==> config.mk <==
export PLATFORM = sky130hd
export DESIGN_NAME = genetico_fitness
export DESIGN_NICKNAME = d
export VERILOG_FILES = /design/src/rtl/genetico_pkg.sv /design/src/rtl/genetico_settle_timer.sv /design/src/rtl/genetico_fitness.sv
export SDC_FILE = /design/constraint.sdc
export NUM_CORES = 1
export LEC_CHECK = 0
export BUFFER_PORTS_ARGS = -buffer_cell sky130_fd_sc_hd__buf_2
export CORE_UTILIZATION = 46
export DETAILED_ROUTE_END_ITERATION = 6
export GPL_ROUTABILITY_DRIVEN = 0
export GPL_TIMING_DRIVEN = 0
export PLACE_DENSITY_LB_ADDON = 0.1
export SYNTH_ARGS = -nofsm -noshare
export SYNTH_HDL_FRONTEND = slang
export SYNTH_SLANG_ARGS = --single-unit
==> constraint.sdc <==
create_clock -name clk -period 1.7 [get_ports clk]
set_input_delay 0.085 -clock clk [delete_from_list [all_inputs] [get_ports clk]]
set_output_delay 0.085 -clock clk [all_outputs]
set_load 0.01 [all_outputs]
==> src/rtl/genetico_pkg.sv <==
// Shared types and sizing helpers for the genetico fitness evaluator.
package genetico_pkg;

    typedef enum logic [1:0] {
        ST_IDLE,
        ST_SETTLE,
        ST_CHECK,
        ST_DONE
    } fit_state_t;

    localparam int N_IN_DEFAULT = 2;

    // Fitness width must hold every value from 0 up to 2**n matching rows.
    function automatic int FIT_W(input int n);
        return $clog2((2 ** n) + 1);
    endfunction

endpackage

==> src/rtl/genetico_settle_timer.sv <==
// Settle counter: counts held cycles of chrom_in and flags the first-sample cycle.
module genetico_settle_timer #(
    parameter int SETTLE = 2
) (
    input  logic clk,
    input  logic rst,
    input  logic clear,
    output logic sample_a,
    output logic expired
);

    localparam int CW = (SETTLE > 1) ? $clog2(SETTLE) : 1;
    localparam logic [CW-1:0] LAST = CW'(SETTLE - 1);
    localparam logic [CW-1:0] ONE  = CW'(1);

    logic [CW-1:0] cnt_q;
    logic [CW-1:0] cnt_d;

    always_comb begin
        cnt_d = cnt_q;
        if (clear) begin
            cnt_d = '0;
        end else if (cnt_q != LAST) begin
            cnt_d = cnt_q + ONE;
        end
    end

    always_ff @(posedge clk) begin
        if (rst) begin
            cnt_q <= '0;
        end else begin
            cnt_q <= cnt_d;
        end
    end

    assign expired  = (cnt_q == LAST);
    assign sample_a = !clear && expired;

endmodule

==> src/rtl/genetico_fitness.sv <==
// Walks chrom_in through every input row, double-samples chrom_out per row and
// scores it against the target truth table, flagging rows that oscillate.
module genetico_fitness
    import genetico_pkg::*;
#(
    parameter int N_IN   = N_IN_DEFAULT,
    parameter int SETTLE = 2
) (
    input  logic                      clk,
    input  logic                      rst,
    input  logic                      start,
    input  logic [(2**N_IN)-1:0]      target,
    output logic [N_IN-1:0]           chrom_in,
    input  logic                      chrom_out,
    output logic                      busy,
    output logic                      done,
    output logic [FIT_W(N_IN)-1:0]    fitness,
    output logic                      unstable
);

    localparam int ROWS = 2 ** N_IN;
    localparam int FW   = FIT_W(N_IN);
    localparam logic [N_IN-1:0] ROW_LAST = N_IN'(ROWS - 1);
    localparam logic [N_IN-1:0] ROW_ONE  = N_IN'(1);
    localparam logic [FW-1:0]   FIT_ONE  = FW'(1);

    fit_state_t        state_q, state_d;
    logic [N_IN-1:0]   row_q, row_d;
    logic [ROWS-1:0]   tgt_q, tgt_d;
    logic              sa_q, sa_d;
    logic [FW-1:0]     fit_q, fit_d;
    logic              unst_q, unst_d;
    logic              sample_a;
    logic              expired;

    genetico_settle_timer #(
        .SETTLE (SETTLE)
    ) u_timer (
        .clk      (clk),
        .rst      (rst),
        .clear    (state_q != ST_SETTLE),
        .sample_a (sample_a),
        .expired  (expired)
    );

    always_comb begin
        state_d = state_q;
        row_d   = row_q;
        tgt_d   = tgt_q;
        sa_d    = sa_q;
        fit_d   = fit_q;
        unst_d  = unst_q;
        unique case (state_q)
            // DONE accepts a new start exactly like IDLE since busy is already low.
            ST_IDLE, ST_DONE: begin
                if (start) begin
                    tgt_d   = target;
                    row_d   = '0;
                    fit_d   = '0;
                    unst_d  = 1'b0;
                    state_d = ST_SETTLE;
                end else begin
                    state_d = ST_IDLE;
                end
            end
            ST_SETTLE: begin
                if (sample_a) begin
                    sa_d = chrom_out;
                end
                if (expired) begin
                    state_d = ST_CHECK;
                end
            end
            ST_CHECK: begin
                // A row scores only if both samples agree with each other and the target.
                if ((sa_q == chrom_out) && (chrom_out == tgt_q[row_q])) begin
                    fit_d = fit_q + FIT_ONE;
                end
                if (sa_q != chrom_out) begin
                    unst_d = 1'b1;
                end
                if (row_q == ROW_LAST) begin
                    state_d = ST_DONE;
                end else begin
                    row_d   = row_q + ROW_ONE;
                    state_d = ST_SETTLE;
                end
            end
            default: state_d = ST_IDLE;
        endcase
    end

    always_ff @(posedge clk) begin
        if (rst) begin
            state_q <= ST_IDLE;
            row_q   <= '0;
            fit_q   <= '0;
            unst_q  <= 1'b0;
        end else begin
            state_q <= state_d;
            row_q   <= row_d;
            fit_q   <= fit_d;
            unst_q  <= unst_d;
        end
    end

    always_ff @(posedge clk) begin
        tgt_q <= tgt_d;
        sa_q  <= sa_d;
    end

    assign chrom_in = row_q;
    assign busy     = (state_q == ST_SETTLE) || (state_q == ST_CHECK);
    assign done     = (state_q == ST_DONE);
    assign fitness  = fit_q;
    assign unstable = unst_q;

endmodule

==> key figures <==
Status
  • Status: finished clean

Place
  • Detail Placement HPWL: 877 um
  • Placed instance count: 96
  • Port Buffers: 14

Synth
  • Synth Area in Adders: 8.94%
  • Post-synth top flop: dfxtp_1
  • Post-synth ARST share: 0%
  • Main combinational cell family by area after synthesis: simple AND/OR/NAND/NOR gates
  • Synth Area in Compound Gates: 6.98%
  • Avg Cell Area, Syn: 10.4 um^2
  • XOR/XNOR Fraction of Synth Area: 1.25%
  • Post-synth EDFFs: 5
  • Synth area leaders: dfxtp_1 26%, edfxtp_1 21%, ha_1 8.9%
  • Top cells by count, synth: 9 x dfxtp_1, 9 x nand2_1, 5 x edfxtp_1, 5 x ha_1
  • Post-synthesis simple-gate area fraction: 20.2%
  • Synth Cell Area: 699 um^2
  • Top-area cell type share of the netlist area: 25.8%
  • Synthesis Warnings: 0
  • Share of the yosys chip area belonging to registers: 47.2%
  • Cells after synthesis: 67
  • Library cells used by synthesis: 28
  • Multiplexer area fraction after synthesis: 11.6%
  • Number of synthesized register bits: 14
  • Leading area contributor after synthesis: dfxtp_1
  • Syn_nets: 80

Floorplan
  • Row count: 13
  • IO Count: 16
  • Die height: 41.0 um
  • Die X-Extent: 41.0 um
  • Die footprint: 1680 um^2
  • Starting Density: 51.8%
  • Core Footprint: 1350 um^2

Finish
  • Synthesis-to-finish area growth: 24.3%
  • Sequential cell area: 333 um^2
  • Nets@finish: 104
  • Total of fill cells in the finished design: 118
  • Share of layout cells above drive strength 1: 28.9%
  • Antenna diodes: 0
  • Post-Layout Cell Count: 105
  • Multi-input gate area: 345 um^2
  • Fin util: 64.4%

Detailed routing
  • # DRC: 0
  • Vias: 530
  • Initial DRC count: 6
  • Pre-antenna DRT Iters: 3
  • Antenna Nets Post-Route: 0
  • DR WL/cell: 11.9 um
  • Vias per Instance: 5.05
  • Final Routed Wirelength: 1.25 mm

Setup path
  • CP max stage cell: mux4_2
  • Critical Path Start Type: register
  • Required time of the worst setup path: 1910 ps
  • Cells along the critical path: mux4_2, mux2i_2, o211ai_1, mux2i_1
  • Setup CP Type: register to register
  • Worst setup EP type: register
  • CP Data Arrival Time: 1790 ps
  • Largest fanout on the critical path: 5
  • CP max stage delay: 530 ps

Timing
  • # setup viols final: 0
  • Fmax achieved: 635 MHz
  • Total negative slack: 0 ps
  • Post-layout minimum cycle time: 1580 ps
  • Crit share post-route: 92.7%
  • Final Hold Violating Endpoints: 0
  • Worst slew pin tran: 248 ps
  • Worst hold-check slack: 30.2 ps
  • Unrepaired setup endpoints after global routing: no
  • Slew HR: 83.0%
  • Final slew viol count: 0
  • Clk_skew: 0.590 ps

Global route
  • Largest net degree at the start of global routing: 11
  • First-pass GRT wire length: 1.87 mm
  • Initial antenna violation count: 0
  • Grt ovf: 0
  • Number of global-route vias before repair: 467
  • All-Layer GR Usage: 18.0%

Clocking
  • H-Tree Level Count: 1
  • Clk Latency, worst-skew pair: 270 ps
  • Clock slew at reported path FFs: 80 ps
  • Clk root buf: clkbuf_4
  • Inserted Clock Buffers: 3
  • CTS tree: yes
  • Setup bufs post-CTS: 0
  • CTS Buffer Depth: 2
  • # clock sinks: 14

Power and ir drop
  • Pwr Total: 665 uW
  • Peak supply drop: 0.591 mV
  • Pleak: 0.000390 uW
  • Power Density: 764 nW/um^2

Run
  • MaxCap Viol Count: 0

Worst hold path
  • Hold crit path type: input pin to register
==> layout by cell type (no fill, tap or decap), drive strengths merged, types with 2 or more instances in the layout <==
cell	synthesis	routed
mux2i	4	4
o21ai	3	3
buf	1	15
a21oi	4	4
and2	2	2
nor2	4	4
nand2	9	9
dfxtp	9	9
or3	2	2
inv	4	4
edfxtp	5	5
ha	5	5
clkbuf	0	3
dlygate4sd3	0	5
or2	3	3
==> registers in the layout, summed over array words and instances (netlist names) <==
signal,count
chrom_in,2
fitness,3
sa_q,1
state_q,2
tgt_q,4
u_timer.expired,1
unstable,1
==> final cells by class <==
cell class	count	share of cell area, %
plain buffers	1	1.29
clock buffers	3	2.59
clock inverters	1	0.432
inverters	4	1.73
multi-input cells	48	39.7
flip-flops and latches	14	38.3
well taps	15	2.16
repair buffers	19	13.8
==> path summary, 6_finish.rpt <==
| check | from | to | slack, ps | cells past startpoint |
|---|---|---|---|---|
| worst min-delay path | chrom_out | sa_q | 30 | 1 |
| worst min register to register | fitness[2] | fitness[2] | 470 | 2 |
| worst max register to register | chrom_in[0] | fitness[2] | 120 | 4 |
| worst max-delay path | chrom_in[0] | fitness[2] | 120 | 4 |
==> layer usage <==
metal | GRT usage (%) | part of all wire [%] | vias to the layer above
li1 | - | - | 281
met1 | 22.9 | 49 | 235
met2 | 25.8 | 44 | 10
met3 | 6.52 | 3.1 | 4
met4 | 10.8 | 3.8 | 0
met5 | 0 | 0 | -
==> cells by family (layout without fill, tap and decap cells) <==
family | count (synthesis) | in the layout
simple gates | 27 | 27
flops | 14 | 14
compound gates | 9 | 9
mux | 6 | 6
fa+ha+maj | 5 | 5
buf+inv | 5 | 28
xor+xnor | 1 | 1
==> critical path: cells and delay by family (launching register included) <==
family          cells  cell delay [ps]
compound gates      1              210
flops               1              380
mux                 3              920
==> metrics by stage <==
| stage | setup slack, ps | instance area (um^2) |
|---|---|---|
| finish | 124 | 870 |
| global route | 42.3 | 870 |
| CTS | 41.2 | 855 |
| detailed placement | 58.0 | 788 |
| global placement | 95.4 | 788 |
| floorplan | 115 | 699 |
==> report_power, final <==
group          total (uW)  internal, uW  switching [uW]
Clock                 190          84.9             106
Combinational         101          50.5            50.6
Sequential            373           365            8.40
Total                 665           500             165
==> repair_timing <==
| action | in CTS | in global routing |
|---|---|---|
| resized for setup | 0 | 3 |
| hold buffers | 4 | 1 |
| endpoints found under the setup margin | 0 | 2 |
| endpoints found under the hold margin | 4 | 3 |
Power figures use the tool's default switching activity.
